**config.mk**
```make
export PLATFORM = sky130hd
export DESIGN_NAME = id_pipe_rf
export DESIGN_NICKNAME = d
export VERILOG_FILES = /design/src/rtl/id_pipe_rf.sv
export SDC_FILE = /design/constraint.sdc
export NUM_CORES = 1
export LEC_CHECK = 0
export CAP_MARGIN = 10
export CORE_ASPECT_RATIO = 0.6
export CORE_MARGIN = 2
export CORE_UTILIZATION = 55
export DETAILED_ROUTE_END_ITERATION = 10
export PLACE_DENSITY = 0.74
export SLEW_MARGIN = 10
export SYNTH_ARGS = -nofsm -noshare
export SYNTH_HDL_FRONTEND = slang
export SYNTH_SLANG_ARGS = --single-unit
```
**constraint.sdc**
```tcl
create_clock -name clk -period 2.45 [get_ports clk]
set_input_delay 0.49 -clock clk [delete_from_list [all_inputs] [get_ports clk]]
set_output_delay 0.49 -clock clk [all_outputs]
set_load 0.01 [all_outputs]
```
**src/rtl/id_pipe_rf.sv**
```systemverilog
// Instruction-decode / register-read stage.
// - Internal register file with a hard-wired zero R0.
// - Per-register pending scoreboard that stalls on RAW and WAW hazards.
// - Registered ID/EX bundle behind a valid/ready handshake.
// - Sticky halt that reports only once all in-flight writes have drained.
// Optional feature macro: ID_PIPE_RF_BYPASS_EN. When it is defined, writeback data is
// forwarded to same-cycle operand reads, and a writeback in the current cycle resolves
// its hazard.
module id_pipe_rf #(
   parameter int unsigned DATA_W = 16,
   parameter int unsigned ADDR_W = 4,
   parameter int unsigned IMM_W  = 8
) (
   input  logic              clk,
   input  logic              rst_n,
   input  logic              in_valid,
   output logic              in_ready,
   input  logic [ADDR_W-1:0] p0_addr,
   input  logic [ADDR_W-1:0] p1_addr,
   input  logic              re0,
   input  logic              re1,
   input  logic [ADDR_W-1:0] dst_addr,
   input  logic              we_req,
   input  logic [IMM_W-1:0]  imm_in,
   input  logic              hlt_in,
   input  logic              wb_en,
   input  logic [ADDR_W-1:0] wb_addr,
   input  logic [DATA_W-1:0] wb_data,
   output logic              out_valid,
   input  logic              out_ready,
   output logic [DATA_W-1:0] p0,
   output logic [DATA_W-1:0] p1,
   output logic [ADDR_W-1:0] dst_out,
   output logic              we_out,
   output logic [IMM_W-1:0]  imm_out,
   output logic              hlt
);

   localparam int unsigned NReg = 2 ** ADDR_W;

   logic [DATA_W-1:0] rf_q [NReg];
   logic [NReg-1:0]   pend_q, pend_d, pend_eff, clr_vec, set_vec;
   logic              wb_wr, hazard, accept;
   logic [DATA_W-1:0] rd0, rd1;

   logic              out_valid_q;
   logic [DATA_W-1:0] p0_q, p1_q;
   logic [ADDR_W-1:0] dst_q;
   logic              we_q;
   logic [IMM_W-1:0]  imm_q;
   logic              halted_q, hlt_q;

   assign wb_wr = wb_en && (wb_addr != '0);

   // One-hot writeback clear and accept-time set vectors for the scoreboard.
   always_comb begin
      clr_vec = '0;
      set_vec = '0;
      if (wb_wr) begin
         clr_vec[wb_addr] = 1'b1;
      end
      if (accept && we_req && (dst_addr != '0)) begin
         set_vec[dst_addr] = 1'b1;
      end
   end

`ifdef ID_PIPE_RF_BYPASS_EN
   // A writeback this cycle is forwarded, so it no longer blocks issue.
   assign pend_eff = pend_q & ~clr_vec;
`else
   // Without forwarding the reader must wait until the value lands in the file.
   assign pend_eff = pend_q;
`endif

   // Set wins over clear so a same-cycle retire/re-issue keeps the bit pending.
   assign pend_d = (pend_q & ~clr_vec) | set_vec;

   // RAW on either used source, WAW on the destination.
   always_comb begin
      hazard = 1'b0;
      if (re0 && (p0_addr != '0) && pend_eff[p0_addr]) hazard = 1'b1;
      if (re1 && (p1_addr != '0) && pend_eff[p1_addr]) hazard = 1'b1;
      if (we_req && (dst_addr != '0) && pend_eff[dst_addr]) hazard = 1'b1;
   end

   assign in_ready = !hazard && !halted_q && (!out_valid_q || out_ready);
   assign accept   = in_valid && in_ready;

   // Operand 0 read: unused sources and R0 give zero.
   always_comb begin
      rd0 = '0;
      if (re0 && (p0_addr != '0)) begin
         rd0 = rf_q[p0_addr];
`ifdef ID_PIPE_RF_BYPASS_EN
         if (wb_wr && (wb_addr == p0_addr)) rd0 = wb_data;
`endif
      end
   end

   // Operand 1 read: unused sources and R0 give zero.
   always_comb begin
      rd1 = '0;
      if (re1 && (p1_addr != '0)) begin
         rd1 = rf_q[p1_addr];
`ifdef ID_PIPE_RF_BYPASS_EN
         if (wb_wr && (wb_addr == p1_addr)) rd1 = wb_data;
`endif
      end
   end

   // Register file write port; R0 is never written.
   always_ff @(posedge clk or negedge rst_n) begin
      if (!rst_n) begin
         for (int i = 0; i < NReg; i++) rf_q[i] <= '0;
      end else if (wb_wr) begin
         rf_q[wb_addr] <= wb_data;
      end
   end

   // Scoreboard pending bits.
   always_ff @(posedge clk or negedge rst_n) begin
      if (!rst_n) pend_q <= '0;
      else        pend_q <= pend_d;
   end

   // ID/EX bundle: load on accept, drop valid when consumed, otherwise hold.
   always_ff @(posedge clk or negedge rst_n) begin
      if (!rst_n) begin
         out_valid_q <= 1'b0;
         p0_q        <= '0;
         p1_q        <= '0;
         dst_q       <= '0;
         we_q        <= 1'b0;
         imm_q       <= '0;
      end else if (accept) begin
         out_valid_q <= 1'b1;
         p0_q        <= rd0;
         p1_q        <= rd1;
         dst_q       <= dst_addr;
         we_q        <= we_req;
         imm_q       <= imm_in;
      end else if (out_ready) begin
         out_valid_q <= 1'b0;
      end
   end

   // Sticky halt latch and drained-halt report.
   always_ff @(posedge clk or negedge rst_n) begin
      if (!rst_n) begin
         halted_q <= 1'b0;
         hlt_q    <= 1'b0;
      end else begin
         if (accept && hlt_in) halted_q <= 1'b1;
         hlt_q <= halted_q && (pend_q == '0) && !out_valid_q;
      end
   end

   assign out_valid = out_valid_q;
   assign p0        = p0_q;
   assign p1        = p1_q;
   assign dst_out   = dst_q;
   assign we_out    = we_q;
   assign imm_out   = imm_q;
   assign hlt       = hlt_q;

endmodule
```
# Word level (Yosys, flattened, before mapping)
# Cells that the tools add are included.
# op_classes
n_reduce_logical,28
mux,28
n_bitwise,6
magnitude_cmp,10
# ops
op,count
$bwmux 256,1
$mux 16,9
$bmux 16 s4,2
$demux 16 s4,1
$lt 4x5->1 const B,4
$logic_and 1x1->1,18
$and 16x16->16,1
$logic_not 16->1,1
$not 16->16,1
$or 16x16->16,1
$reduce_bool 4->1,4
$ge 5x5->1 const B,3
$not 4->5,3
$bmux 1 s4,3
$mux 1,10
$demux 1 s4,2
$ge 4x1->1 const B,2
$lt 5x1->1 const B,1
$logic_not 1->1,3
$reduce_bool 2->1,1
$logic_or 1x1->1,1
# word_totals
register_bits,320
elab_cells,97
output_inout_bits,48
in_bits,49

# Logic depth before layout (Yosys ltp)
# Gate-level depths: netlist of run 1.
# logic_depth
depth_word,14
ltp_mapped,10

# Worst setup path before layout of run 1
# No wires, ideal clock.
# synth_path
path_kind,input to register
from,in p1_addr[1]
to,reg p1_q[0] (netlist: p1[0])
t_arrival_ns,2.499
stages,7
path_buffers,3
slack_ns,-0.174
setup_time_ns,0.125
path_cell_list,clkbuf_1 > buf_2 > buf_1 > mux4_2 > mux4_2 > nor2b_1 > mux2_4
# synth_between
elab_chain_len,9
elab_cells_between_ends,16
# synth_rtl
element,line_no,text
"start, declared",19,"input logic [ADDR_W-1:0] p1_addr,"
$bmux 1 s4 or $reduce_bool 4->1 (tied branches),"82, 103",
$mux 1 (not written as such) or $logic_and 1x1->1 (tied branches),"82, 103",
$logic_and 1x1->1,82,if (re1 && (p1_addr != '0) && pend_eff[p1_addr]) hazard = 1'b1;
$mux 1,82,
$mux 1,83,if (we_req && (dst_addr != '0) && pend_eff[dst_addr]) hazard = 1'b1;
$logic_not 1->1,86,assign in_ready = !hazard && !halted_q && (!out_valid_q || out_ready);
$logic_and 1x1->1 (2 in a row),86,
$logic_and 1x1->1,87,assign accept = in_valid && in_ready;
"end signal, assigned",138,p1_q <= rd1;
"end, declared",47,"logic [DATA_W-1:0] p0_q, p1_q;"
# Several ways; a longest one is shown, not always the timed one. The select of a mux whose other input is x is not followed.
# A chain may end at the register's enable or synchronous reset.

# Worst setup path after layout of run 1
# layout_path
from,reg pend_q[7] (netlist: pend_eff[7])
to,out in_ready
# layout_between
elab_chain_len,9
elab_cells_between_ends,15
# layout_rtl
element,line_no,text
"start, declared",42,"logic [NReg-1:0] pend_q, pend_d, pend_eff, clr_vec, set_vec;"
"start signal, assigned",123,else pend_q <= pend_d;
$bmux 1 s4,81,if (re0 && (p0_addr != '0) && pend_eff[p0_addr]) hazard = 1'b1;
$mux 1 (not written as such),81,
$logic_and 1x1->1,81,
$mux 1,81,
$mux 1,82,
$mux 1 *,83,
$logic_not 1->1 *,86,
$logic_and 1x1->1 * (2 in a row),86,
"end, declared",17,"output logic in_ready,"
# Mark *: on every way between the ends. The rest lies on a longest branch, timed or not. The select of a mux whose other input is x is not followed.

==> results of run 1 <==
[layout make-up]
cell class	count	area (um2)
clock buffer	42	877
clock inverter	14	119
fill	2070	9780
inverter	13	48.8
multi-input combinational	592	8180
sequential	320	8010
tap	408	510
timing repair buffer	230	2330
[worst max-delay path: cells and delay by family (launching register included)]
kind | cells | cell delay [ns]
buffers and inverters | 1 | 0.16
AND/OR/NAND/NOR | 1 | 0.19
flip-flops | 1 | 0.43
multiplexers | 1 | 0.49
AO/OA/AOI/OAI | 2 | 0.43
[routing by layer]
layer	vias to the layer above	wire [um]	GRT usage [%]
met4	0	888	5.57
met3	63	4100	9.07
met2	442	19500	41.7
met5	-	0	0
li1	4290	-	-
met1	5658	20300	44.9
[cell families after synthesis]
group	share of synthesized area [%]
flops	48.2
simple gates	3.53
compound gates	1.80
buf+inv	3.29
mux	43.2
[path summary, 6_finish.rpt]
check | slack (ns) | start | endpoint | cells after the start
max | -0.31 | pend_eff[7] | in_ready | 5
min reg2reg | 0.40 | rf_q[242] | rf_q[242] | 0
max in group asynchronous | 1.19 | rst_n | rf_q[139] | 3
max reg2reg | -0.09 | pend_eff[7] | p0[1] | 10
min in group asynchronous | 0.45 | rst_n | p1[1] | 2
min | 0.40 | rf_q[242] | rf_q[242] | 0
[power groups by stage]
stage	logic, mW	registers (mW)	clock network [mW]
4_1_cts	5.12	7.59	4.83
3_5_place_dp	4.94	7.66	0
2_1_floorplan	3.04	7.52	0
5_1_grt	5.40	7.77	5.03
3_3_place_gp	4.81	7.60	0
6_report	5.09	7.62	4.74
[repair_timing]
item / 4_1_cts / 5_1_grt
endpoints found under the hold margin: 45 / 0
resized for setup: 25 / 11
endpoints found under the setup margin: 44 / 51
buffers inserted: 15 / 5
hold buffers: 1 / 0
cloned: 2 / 0
pin swaps: 3 / 5
[synth_stat cells (2+ instances only)]
cell type | instances | share of area, %
nor3_1 | 8 | 0.24
buf_2 | 20 | 0.60
nand2_1 | 14 | 0.32
mux2i_1 | 8 | 0.48
buf_6 | 12 | 0.81
nand3b_1 | 3 | 0.14
nor2b_1 | 36 | 1.4
nor3b_1 | 2 | 0.090
nor4_1 | 4 | 0.15
a211oi_1 | 3 | 0.14
dfrtp_1 | 320 | 48
a311oi_1 | 2 | 0.11
nand4_1 | 2 | 0.075
a32o_1 | 15 | 0.90
clkbuf_1 | 56 | 1.3
inv_1 | 13 | 0.29
and2b_1 | 4 | 0.18
mux2_4 | 40 | 3.6
mux2_2 | 248 | 17
nor2_1 | 14 | 0.32
buf_1 | 14 | 0.32
nand2b_1 | 3 | 0.11
mux4_2 | 165 | 22
nand3_1 | 3 | 0.090
[registers in the layout, summed over array words and instances, names as in the netlist]
register / count
dst_out: 4
halted_q: 1
hlt: 1
imm_out: 8
out_valid: 1
p0: 16
p1: 16
pend_eff: 16
rf_q: 256
we_out: 1
[placed cells by master (no fill, tap or decap), types with 6 or more instances in the layout]
master and instances:
inv_1 13, nand2_1 14, a32o_1 15, buf_4 97, clkbuf_8 6, buf_12 26
clkbuf_16 31, dfrtp_1 318, mux2_4 46, buf_6 13, mux2_2 242, nor2b_1 36
clkinv_2 6, mux4_2 165, nor2_1 10, clkdlybuf4s50_1 87, mux2i_1 8
==> out/metrics.cfg, run 1 <==
[cts]
cts_tree = yes
insertion_delay_ns = 0.59
root_buffer = clkbuf_16
clkTransAtPathRegs_ns = 0.06
cts_buffers = 31
cts_buffer_depth = 3
h-tree-depth = 1
cts_sinks = 320

[power]
combPwrFrac_pct = 29.2
peakVddDrop_v = 0.000690
pwr-share-clk_pct = 27.1
power.switching_mw = 4.84
p_leak_nw = 8.42
pwr-share-seq_pct = 43.7
pwr_density_cell_nw_per_um2 = 869
swShare_pct = 27.7
p_int_mw = 12.6
total_power_mw = 17.4

[floorplan]
pin_count = 97
dieArea_um2 = 31700
die_w_um = 228
start_util_pct = 55.7
die_y_um = 139
core_um2 = 29900
rows = 49

[yosys]
syn_area_per_cell_um2 = 16.2
ys_types = 42
yosys_warnings = 0
async_reset_ff_share_pct = 100
yosysSeqAreaShare_pct = 48.2
ys.flop_type = dfrtp_1
synth_edf_count = 0
syn_area_um2 = 16600
synth_cells = 1027
synth_seq_cells = 320
syn-num-nets = 1076

[finish]
syn_to_final_growth_pct = 20.7
fin_util_pct = 67.3
fin_nets = 1237
final_area_um2 = 20100
final_cells = 1619
antenna_cells = 0
drive_gt1_share_pct = 55.2

[timing]
hold_slack_ns = 0.396
hold_viol_final = 0
grt_setup_unrepaired = yes
finalSetupViolations = 40
fmax_ghz = 0.362
fin_skew_ns = 0.0315
relSlewSlack_pct = 57.3
final.setup.worst_slack_ns = -0.309
worst_pin_slew_ns = 0.636
tns_ns = -2.41
period_minus_slack_ns = 2.76
fin_crit_sh_pct = 113
drv_slew = 0

[setup_path]
crit_chain = mux4_2 -> o211ai_1 -> o21ai_2 -> nor3_2 -> buf_2
max_stage_delay_ns = 0.49
slowest_stage = mux4_2
worstSetupPathType = reg2out
critPathMaxFanout = 3
cp.arrival_ns = 2.27
cp-start-kind = flop
worstSetupEndpointType = primary output
crit_required_ns = 1.96

[job]
maxCapViolations = 0

[detailed_routing]
wl_um = 44800
vias = 10453
drc = 0
firstDrtPassIters = 5
ant_nets = 0
via_per_inst = 6.46
detail_route.wl_per_cell_um = 27.7
drtIter0Drc = 884

[global_routing]
grt_usage_pct = 29.2
grt_pass1_vias = 10953
globalRoute.totalOverflow = 0
grt_max_degree = 65
grt_pass1_wl_um = 69800
antenna_found_initial = 1

[place]
place_inst = 1546
hpwl_um = 29500
placed_area_um2 = 18800
dp_slack_ns = -0.915
io_buffers = 96
globalplace.congestion = 0.936

[status]
violations = negative setup slack
status = complete, but fails checks

[min_path]
hp-class = reg2reg

(Power assumes the default switching activity.)
==> run 2: changes to the inputs <==
--- a/config.mk
+++ b/config.mk
@@ -7,7 +7,7 @@
 export LEC_CHECK = 0
 export CAP_MARGIN = 10
 export CORE_ASPECT_RATIO = 0.6
-export CORE_MARGIN = 2
+export CORE_MARGIN = 8
 export CORE_UTILIZATION = 55
 export DETAILED_ROUTE_END_ITERATION = 10
 export PLACE_DENSITY = 0.74
==> out/metrics.cfg, run 2 (synthesis gave the netlist of run 1 again) <==
[status]
status = complete, but fails checks
violations = negative setup slack

[setup_path]
crit_chain = mux4_2 -> o211ai_1 -> o21ai_2 -> nor3_2 -> buf_4 -> buf_6
worstSetupPathType = reg2out
slowest_stage = mux4_2
worstSetupEndpointType = primary output
reg2reg_from = pend_eff[7]
reg2reg_depth = 8
rrSetupSlack_ns = -0.12
max_stage_delay_ns = 0.52
reg2reg_to = p0[9]
cp-start-kind = flop
critPathMaxFanout = 5
crit_required_ns = 1.96
cp.arrival_ns = 2.29

[finish]
mostFrequentLayoutCells = 318 x dfrtp_1, 243 x mux2_2, 165 x mux4_2, 91 x buf_4, 86 x clkdlybuf4s50_1
final_cells = 1606
fillers = 2074
drive_gt1_share_pct = 54.6
final_common_cell = dfrtp_1
top_register = rf_q
antenna_cells = 0
fin_nets = 1226
largest_register_ffs = 256
syn_to_final_growth_pct = 20.7

[place]
hpwl_um = 29300
globalplace.congestion = 0.930
dp_slack_ns = -0.882
io_buffers = 96
place_inst = 1546

[timing]
grt_setup_unrepaired = yes
hold_viol_final = 0
final.setup.worst_slack_ns = -0.331
period_minus_slack_ns = 2.78
drv_slew = 0
fmax_ghz = 0.360
fin_skew_ns = 0.00988
tns_ns = -4.04
finalSetupViolations = 46
fin_crit_sh_pct = 114
worst_pin_slew_ns = 0.625
relSlewSlack_pct = 58.2

[floorplan]
rows = 49
start_util_pct = 55.7
core_um2 = 29900
pin_count = 97
die_y_um = 151
die_w_um = 240
dieArea_um2 = 36200

[global_routing]
grt_max_degree = 98
grt.met2_usage_pct = 35.0
grt_usage_pct = 24.7
antenna_found_initial = 1
grt_pass1_wl_um = 67600
globalRoute.totalOverflow = 0
grt_pass1_vias = 10679
busiest_layer = met1
met3_usage_pct = 6.18
gr-usage-met1_pct = 38.0

[cts]
cts_tree = yes
h-tree-depth = 1
cts_buffer_depth = 3
insertion_delay_ns = 0.57
root_buffer = clkbuf_16
cts_buffers = 31
clkTransAtPathRegs_ns = 0.06
cts_sinks = 320

[job]
maxCapViolations = 0

[power]
pwr_density_cell_nw_per_um2 = 888
p_leak_nw = 8.42
peakVddDrop_v = 0.000713

[detailed_routing]
firstDrtPassIters = 5
drc = 0
drtIter0Drc = 1053
vias = 10362
detail_route.wl_per_cell_um = 27.6
via_per_inst = 6.45
wl_um = 44300
ant_nets = 0

[min_path]
hold_end = rf_q[241]
min_delay_path_depth = 0
hp-class = reg2reg
min_from = rf_q[241]

## run 2: changes by cell type in the layout (fill, tap and decap cells not counted), sizes merged, moves of 2 or more
cell         delta
buf            -14
bufinv          +5
clkbuf          +4
clkinvlp        -4
clkinv          -2
dlygate4sd2     +2
inv             -2
## run 2: cell type report
type                    instances  area, um2  share of cell area [%]
clock inverters                11        205                    1.02
repair buffers                219       2240                    11.2
multi-input cells             592       8170                    40.7
flip-flops and latches        320       8010                    39.9
inverters                      13       48.8                   0.243
well taps                     408        510                    2.54
clock buffers                  43        891                    4.44
## run 2: worst max-delay path: cells and delay by family, from the launching register on
family | cells | cell delay (ns)
muxes | 1 | 0.52
DFF | 1 | 0.45
AOI/OAI and AO/OA | 2 | 0.36
buffers and inverters | 2 | 0.26
and+or+nand+nor | 1 | 0.14
## run 2: worst max path at each step
stage	startpoint	endpoint	slack (ns)
after floorplan	p0_addr[0]	dst_out[0]	0.0006
after global placement	dst_addr[1]	in_ready	-0.84
after detailed placement	dst_addr[1]	in_ready	-0.88
after CTS	pend_eff[7]	in_ready	-0.36
after global routing	pend_eff[7]	in_ready	-0.42
final	pend_eff[7]	in_ready	-0.33
## run 2: metal layers
metal / wire length, um / vias up
met1: 20300 / 5589
met3: 4120 / 68
met5: 11 / -
met2: 18700 / 443
met4: 1040 / 2
li1: - / 4260
## run 2: power breakdown
part           internal [mW]  total [mW]  switching [mW]
Combinational           3.35        5.07            1.72
Sequential              6.63        7.60           0.974
Clock                   3.14        5.15            2.01
Total                   13.1        17.8            4.70
## run 2: what timing repair did
action / 4_1_cts / 5_1_grt
hold buffers: 1 / 0
cloned: 0 / 3
gates resized for setup: 15 / 12
buffers inserted: 1 / 3
endpoints found under the hold margin: 135 / 0
pin swaps: 2 / 5
endpoints found under the setup margin: 46 / 46
## run 2: per-stage QoR
stage	power, mW	hold WS [ns]	area (um2)	util (%)
floorplan	10.6	0.194	16700	-
global placement	12.4	0.377	18800	63.0
detailed placement	12.6	0.383	18800	63.0
CTS	17.8	0.399	19900	66.8
global route	18.6	0.413	20100	67.2
finish	17.8	0.397	20100	67.2
==> run 3: changes to the inputs <==
--- a/config.mk
+++ b/config.mk
@@ -11,6 +11,7 @@
 export CORE_UTILIZATION = 55
 export DETAILED_ROUTE_END_ITERATION = 10
 export PLACE_DENSITY = 0.74
+export SKIP_LAST_GASP = 1
 export SLEW_MARGIN = 10
 export SYNTH_ARGS = -nofsm -noshare
 export SYNTH_HDL_FRONTEND = slang
==> out/metrics.cfg, run 3 (synthesis gave the netlist of run 1 again) <==
[timing]
grt_setup_unrepaired = yes
fin_crit_sh_pct = 113
period_minus_slack_ns = 2.78
relSlewSlack_pct = 59.2
hold_viol_final = 0
fmax_ghz = 0.360
worst_pin_slew_ns = 0.610
drv_slew = 0
finalSetupViolations = 45
hold_slack_ns = 0.397
fin_skew_ns = 0.00976
final.setup.worst_slack_ns = -0.325

[detailed_routing]
drc = 0
ant_nets = 0
wl_um = 44100
detail_route.wl_per_cell_um = 27.5
vias = 10352
drtIter0Drc = 1071
firstDrtPassIters = 5
via_per_inst = 6.45

[finish]
final_area_um2 = 20100
final_cells = 1606
final_common_cell = dfrtp_1
fillers = 2073
antenna_cells = 0
syn_to_final_growth_pct = 20.7
fin_nets = 1226
largest_register_ffs = 256
fin_util_pct = 67.2
top_register = rf_q
mostFrequentLayoutCells = 318 x dfrtp_1, 243 x mux2_2, 165 x mux4_2, 93 x buf_4, 86 x clkdlybuf4s50_1
drive_gt1_share_pct = 54.6

[floorplan]
die_y_um = 151
die_w_um = 240
pin_count = 97
rows = 49
core_um2 = 29900
start_util_pct = 55.7
dieArea_um2 = 36200

[global_routing]
antenna_found_initial = 1
grt_pass1_wl_um = 67600
grt_pass1_vias = 10676
globalRoute.totalOverflow = 0
grt_usage_pct = 24.7
grt_max_degree = 98

[cts]
cts_buffers = 31
clkTransAtPathRegs_ns = 0.06
cts_sinks = 320
h-tree-depth = 1
root_buffer = clkbuf_16
insertion_delay_ns = 0.57
cts_buffer_depth = 3
cts_tree = yes

[min_path]
min_delay_path_depth = 0
hp-class = reg2reg

[place]
io_buffers = 96
hpwl_um = 29300
place_inst = 1546
globalplace.congestion = 0.930
placed_area_um2 = 18800

[power]
total_power_mw = 17.8
p_int_mw = 13.1
swShare_pct = 26.4
power.switching_mw = 4.71
pwr_density_cell_nw_per_um2 = 888
pwr-share-seq_pct = 42.7
combPwrFrac_pct = 28.4
pwr-share-clk_pct = 28.9
peakVddDrop_v = 0.000714
p_leak_nw = 8.42

[setup_path]
reg2reg_depth = 8
worstSetupPathType = reg2out
crit_required_ns = 1.96
worstSetupEndpointType = primary output
cp-start-kind = flop
cp.arrival_ns = 2.29
critPathMaxFanout = 5

[job]
maxCapViolations = 0

[status]
violations = negative setup slack
status = complete, but fails checks

==> run 3: critical path, cell delays in order, from the launching register on <==
cell and delay, ns:
dfrtp_2 0.45, mux4_2 0.52, o211ai_1 0.24, o21ai_2 0.11, nor3_2 0.14, buf_4 0.16, buf_6 0.10
==> run 3: stage by stage <==
stage | TNS, ns | setup slack [ns]
after floorplan | 0 | 0.000551
after global placement | -35.40 | -0.844
after detailed placement | -37.51 | -0.882
after CTS | -0.367 | -0.364
after global routing | -11.23 | -0.421
final | -3.85 | -0.325
==> run 3: what timing repair did <==
item | 4_1_cts | 5_1_grt
setup buffers | 1 | 3
endpoints found under the hold margin | 135 | 0
resized for setup | 14 | 11
pin swaps | 2 | 3
setup endpoints to repair | 46 | 46
cloned | 0 | 3
hold buffers | 1 | 0
==> run 3: layout make-up <==
cell class	count	area (um2)	share of cell area (%)
multi-input combinational	592	8170	40.7
sequential	320	8010	39.9
timing repair buffer	219	2240	11.1
clock buffer	43	891	4.44
tap	408	510	2.54
clock inverter	11	205	1.02
inverter	13	48.8	0.243
==> run 3: layer usage <==
layer | vias up | share of wire, % | track usage, %
li1 | 4270 | - | -
met3 | 66 | 9.5 | 6.18
met4 | 2 | 2.2 | 5.71
met5 | - | 0.025 | 0
met2 | 453 | 42 | 35.0
met1 | 5561 | 46 | 37.9
==> run 3: worst paths after layout <==
path                                   from         to  slack [ns]
min in group asynchronous             rst_n   rf_q[84]        0.54
worst max register to register  pend_eff[7]     p1[12]       -0.12
worst min register to register    rf_q[241]  rf_q[241]        0.40
worst min-delay path              rf_q[241]  rf_q[241]        0.40
worst max-delay path            pend_eff[7]   in_ready       -0.33
max in group asynchronous             rst_n   rf_q[88]        1.42
==> run 3: power by group through the flow <==
stage                     sequential [mW]  combinational (mW)  clock, mW
after floorplan                      7.52                3.04          0
after global placement               7.56                4.86          0
after detailed placement             7.64                4.98          0
after CTS                            7.57                5.01       5.25
after global routing                 7.77                5.37       5.45
final                                7.60                5.06       5.16
